`src/rtl/cmpx_stream.sv`:
```
// cmpx_stream: streaming check-node min/min2/index finder.
// Folds P magnitudes per beat over a runtime-selected row degree.
module cmpx_stream #(
  parameter int data_w = 9,
  parameter int P      = 4,
  parameter int D_MAX  = 32,
  parameter int idx_w  = 5,
  parameter int deg_w  = 6
) (
  input  logic                clk,
  input  logic                rst,
  input  logic                start,
  input  logic [deg_w-1:0]    deg,
  input  logic                in_valid,
  output logic                in_ready,
  input  logic [data_w*P-1:0] in,
  input  logic [P-1:0]        in_sign,
  output logic                out_valid,
  input  logic                out_ready,
  output logic [data_w-1:0]   min,
  output logic [data_w-1:0]   min2,
  output logic [idx_w-1:0]    min_idx,
  output logic                sign_par,
  output logic                busy
);

  localparam int NBEAT = (D_MAX + P - 1) / P;
  localparam int BW    = $clog2(NBEAT + 1);
  localparam int GW    = deg_w + 1;

  typedef enum logic [1:0] {
    S_IDLE,
    S_ACCUM,
    S_DONE
  } state_t;

  state_t              r_state;
  logic [deg_w-1:0]    r_deg;
  logic [BW-1:0]       r_beat;
  logic [data_w-1:0]   r_acc_min;
  logic [data_w-1:0]   r_acc_min2;
  logic [idx_w-1:0]    r_acc_idx;
  logic                r_acc_sign;
  logic [data_w-1:0]   r_min;
  logic [data_w-1:0]   r_min2;
  logic [idx_w-1:0]    r_min_idx;
  logic                r_sign_par;
  logic                r_out_valid;

  logic [data_w-1:0]   w_min;
  logic [data_w-1:0]   w_min2;
  logic [idx_w-1:0]    w_idx;
  logic                w_sign;
  logic [GW-1:0]       w_g;
  logic [data_w-1:0]   w_v;
  logic                w_last;
  logic                w_accept;
  logic [deg_w-1:0]    w_deg_clamp;

  assign in_ready  = (r_state == S_ACCUM);
  assign busy      = (r_state != S_IDLE);
  assign out_valid = r_out_valid;
  assign min       = r_min;
  assign min2      = r_min2;
  assign min_idx   = r_min_idx;
  assign sign_par  = r_sign_par;

  assign w_accept = in_valid && (r_state == S_ACCUM);

  // Degrees above the supported maximum are treated as D_MAX.
  assign w_deg_clamp = (deg > deg_w'(D_MAX)) ? deg_w'(D_MAX) : deg;

  // The beat is final once it covers global index deg-1.
  assign w_last =
    ((GW'(r_beat) + GW'(1)) * GW'(P)) >= {1'b0, r_deg};

  // Fold lanes in ascending order so ties keep the lowest index.
  always_comb begin
    w_min  = r_acc_min;
    w_min2 = r_acc_min2;
    w_idx  = r_acc_idx;
    w_sign = r_acc_sign;
    w_g    = '0;
    w_v    = '0;
    for (int k = 0; k < P; k++) begin
      w_g = GW'(r_beat) * GW'(P) + GW'(k);
      w_v = in[k*data_w +: data_w];
      if (w_g < {1'b0, r_deg}) begin
        if (w_v < w_min) begin
          w_min2 = w_min;
          w_min  = w_v;
          w_idx  = idx_w'(w_g);
        end else if (w_v < w_min2) begin
          w_min2 = w_v;
        end
        w_sign = w_sign ^ in_sign[k];
      end
    end
  end

  // Row control FSM with registered results.
  always_ff @(posedge clk) begin
    if (rst) begin
      r_state     <= S_IDLE;
      r_deg       <= '0;
      r_beat      <= '0;
      r_acc_min   <= '0;
      r_acc_min2  <= '0;
      r_acc_idx   <= '0;
      r_acc_sign  <= 1'b0;
      r_min       <= '0;
      r_min2      <= '0;
      r_min_idx   <= '0;
      r_sign_par  <= 1'b0;
      r_out_valid <= 1'b0;
    end else begin
      unique case (r_state)
        S_IDLE: begin
          if (start && (deg != '0)) begin
            r_deg      <= w_deg_clamp;
            r_beat     <= '0;
            r_acc_min  <= '1;
            r_acc_min2 <= '1;
            r_acc_idx  <= '0;
            r_acc_sign <= 1'b0;
            r_state    <= S_ACCUM;
          end
        end
        S_ACCUM: begin
          if (w_accept) begin
            r_acc_min  <= w_min;
            r_acc_min2 <= w_min2;
            r_acc_idx  <= w_idx;
            r_acc_sign <= w_sign;
            if (w_last) begin
              r_min       <= w_min;
              r_min2      <= w_min2;
              r_min_idx   <= w_idx;
              r_sign_par  <= w_sign;
              r_out_valid <= 1'b1;
              r_state     <= S_DONE;
            end else begin
              r_beat <= r_beat + BW'(1);
            end
          end
        end
        S_DONE: begin
          if (r_out_valid && out_ready) begin
            r_out_valid <= 1'b0;
            r_state     <= S_IDLE;
          end
        end
        default: begin
          r_state <= S_IDLE;
        end
      endcase
    end
  end

endmodule

```
`config.mk`:
```
export PLATFORM = sky130hd
export DESIGN_NAME = cmpx_stream
export DESIGN_NICKNAME = d
export VERILOG_FILES = /design/src/rtl/cmpx_stream.sv
export SDC_FILE = /design/constraint.sdc
export NUM_CORES = 1
export LEC_CHECK = 0
export CAP_MARGIN = 5
export CORE_MARGIN = 5
export CORE_UTILIZATION = 40
export DETAILED_ROUTE_END_ITERATION = 10
export HOLD_SLACK_MARGIN = 0.12
export PLACE_DENSITY_LB_ADDON = 0.1
export SYNTH_ARGS = -nofsm -noshare
export SYNTH_HDL_FRONTEND = slang
export SYNTH_SLANG_ARGS = --single-unit
```
`constraint.sdc`:
```
create_clock -name clk -period 16.59 [get_ports clk]
set_clock_uncertainty 0.1 [all_clocks]
set_input_delay 3.318 -clock clk [delete_from_list [all_inputs] [get_ports clk]]
set_output_delay 3.318 -clock clk [all_outputs]
set_load 0.02 [all_outputs]
```
==> results_dict.tcl <==
set metrics [dict create \
    status "complete, no violations" \
    syn_area_per_cell_um2 7.693 \
    worstMarginPinSlew_ns 1.166 \
    synth-edff-count 0 \
    power.density_nw_per_um2 135.6 \
    grt_pass1_wl_um 31300 \
    gp_congestion 0.9812 \
    cts-root-buf "clkbuf_16" \
    grt_setup_unrepaired "false" \
    ys_ff_latch 61 \
    async_flop_share_pct 0 \
    hold_buffers 0 \
    hpwl_um 16440 \
    clockBufferDepth 2 \
    grt_overflow 0 \
    hold_viol 0 \
    dieArea_um2 16840 \
    leakage_nw 2.813 \
    cts_resized 0 \
    clkSinkCount 61 \
    cap_violations 0 \
    vias 6013 \
    ant_nets 0 \
    start_kind "input pin" \
    slowest_stage "nand2_1" \
    dieHeight_um 129.8 \
    path_class "in2reg" \
    slew_viol_final 0 \
    first_global_vias 5684 \
    slowest_delay_ns 0.72 \
    utilization_pct 49.29 \
    synth_nets 871 \
    syn_to_final_growth_pct 20.14 \
    synth_cell_types 74 \
    start_util_pct 41.03 \
    crit_top_cell "nand2_1" \
    htree_levels 3 \
    setup_viol 0 \
    nNetsFinal 928 \
    yosysSeqAreaShare_pct 21.28 \
    cts_buffers 9 \
    portBuffers 77 \
    ios 78 \
    grt_max_degree 66 \
    cp-startpoint "in[8]" \
    multi_input_area_um2 4126 \
    drive_gt1_share_pct 4.950 \
    synth_area_um2 5739 \
    min_path_type "reg2reg" \
    antenna_found_initial 0 \
    timing.rr.end "min2[1]" \
    insertion_delay_ns 0.32 \
    core_area_um2 13990 \
    dieWidth_um 129.8 \
    n_fill_cell 1394 \
    synth_warnings 0 \
    drt-pass1-iter-count 7 \
    required_ns 16.65 \
    drc 0 \
    tritoncts "built" \
    first_iter_violations 578 \
    holdWs_ns 0.3624 \
    fmax_mhz 68.50 \
    viasPerCell 6.086 \
    endpoint_kind "flop" \
    worstPathMaxFanout 29 \
    synth_cells 746 \
    yosys_most_used_dff "dfxtp_1" \
    diodes 0 \
    fin_crit_sh_pct 88.00 \
    path_clk_slew_ns 0.05 \
    ir_drop_uv 72.96 \
    rrSetupSlack_ns 4.67 \
    ff2ff_path_depth 39 \
    endpoint "min2[1]" \
    drt-total-wl_um 20360 \
    critical_path_arrival_ns 14.66 \
    wire_per_inst_um 20.60 \
    post-route-min-period_ns 14.60 \
    num_rows 43 \
    grt_use_total_pct 24.01 \
    seqCellArea_um2 1221 \
    slew_headroom_pct 22.29 \
    post_cts_buffers 0 \
    reg2reg_from "r_beat[0]" \
    setup_tns_ns 0 \
]
-- power by group --
group	total [mW]	internal (mW)	switching, mW
logic	0.574	0.211	0.363
registers	0.178	0.163	0.0150
clock network	0.183	0.120	0.0636
total	0.935	0.494	0.441
-- kinds of logic (layout without fill, tap and decap cells) --
kind of cell | after synthesis | after routing | share of synthesized area, %
adder cells (fa/ha/maj) | 74 | 74 | 16.13
AND/OR/NAND/NOR | 235 | 235 | 19.80
XOR/XNOR | 6 | 6 | 0.9156
flip-flops | 61 | 61 | 21.28
buffers and inverters | 97 | 159 | 6.824
AO/OA/AOI/OAI | 246 | 246 | 30.22
multiplexers | 27 | 27 | 4.840
-- Yosys cell counts (12+ instances only) --
master,n,share of area [%]
ha_1,74,16
nand2_1,74,4.8
inv_1,62,4.1
dfxtp_1,61,21
nor2_1,56,3.7
a21oi_1,52,4.5
o21ai_0,44,3.8
clkbuf_1,28,1.8
mux2i_1,21,3.7
a211oi_1,20,2.6
nand3_1,20,1.7
nor3_1,16,1.4
a21o_1,14,1.8
nand4_1,14,1.5
nand3b_1,13,1.7
nor2b_1,12,1.3
-- layout by cell type, fill, tap and decap left out, types with 6 or more instances in the layout --
cell type        count
clkdlybuf4s50_1     76
nor3_1              16
a2bb2oi_1            6
a21oi_1             52
nand3b_1            13
a211oi_1            20
a31oi_1              8
a22oi_1              9
mux2i_1             21
o21a_1               8
ha_1                74
o21ai_0             44
dfxtp_1             61
nand2b_1             7
a222oi_1             6
nor2_1              56
a221oi_1             9
o221ai_1             7
nand2_1             74
nand3_1             20
inv_1               62
a21o_1              14
and2_1               7
o22ai_1             10
nor2b_1             12
nand4_1             14
o211ai_1             6
clkbuf_16            9
mux2_2               6
-- sequential cells by signal, summed over array words and instances (netlist names), 2 cells and up --
| name | cells |
|---|---|
| r_acc_min2 | 9 |
| r_deg | 6 |
| r_acc_min | 9 |
| r_acc_idx | 5 |
| min2 | 9 |
| min_idx | 5 |
| r_beat | 4 |
| min | 9 |
| r_state | 2 |
-- routing by layer --
metal	GRT usage [%]	vias to the layer above	part of all wire, %
met5	0	-	0
met4	5.807	0	1.9
met3	4.298	31	7.5
met2	36.70	266	43
met1	35.04	2821	47
li1	-	2895	-
-- worst max-delay path, delay by kind of cell --
family,cells,cell delay [ns]
and+or+nand+nor,11,3.36
buffers and inverters,7,1.90
muxes,1,0.39
adders and majority gates,4,1.18
AOI/OAI and AO/OA,16,4.46
-- layout make-up --
class                   count  area share, %
repair buffers             81          11.54
inverters                  62          3.375
clock buffers              12          3.575
multi-input cells         588          59.84
well taps                 180          3.266
flip-flops and latches     61          17.71
clock inverters             4         0.6895
-- worst min path at each step --
| stage | cells past startpoint | slack (ns) | from | endpoint |
|---|---|---|---|---|
| floorplan | 2 | 0.33 | r_deg[3] | r_deg[3] |
| global route | 2 | 0.38 | r_deg[4] | r_deg[4] |
| global placement | 1 | 0.35 | r_state[1] | r_state[0] |
| detailed placement | 2 | 0.35 | r_deg[3] | r_deg[3] |
| finish | 2 | 0.36 | r_deg[3] | r_deg[3] |
| CTS | 2 | 0.36 | r_deg[5] | r_deg[5] |
-- per-stage QoR --
stage	setup slack (ns)	instance area [um2]	std cells	power, mW
floorplan	4.870	5739	746	0.5651
global placement	1.741	6594	971	0.7375
detailed placement	1.800	6594	971	0.7413
CTS	2.088	6888	987	0.9275
global route	1.243	6895	988	1.002
finish	1.991	6895	988	0.9353
(Power assumes the default switching activity.)
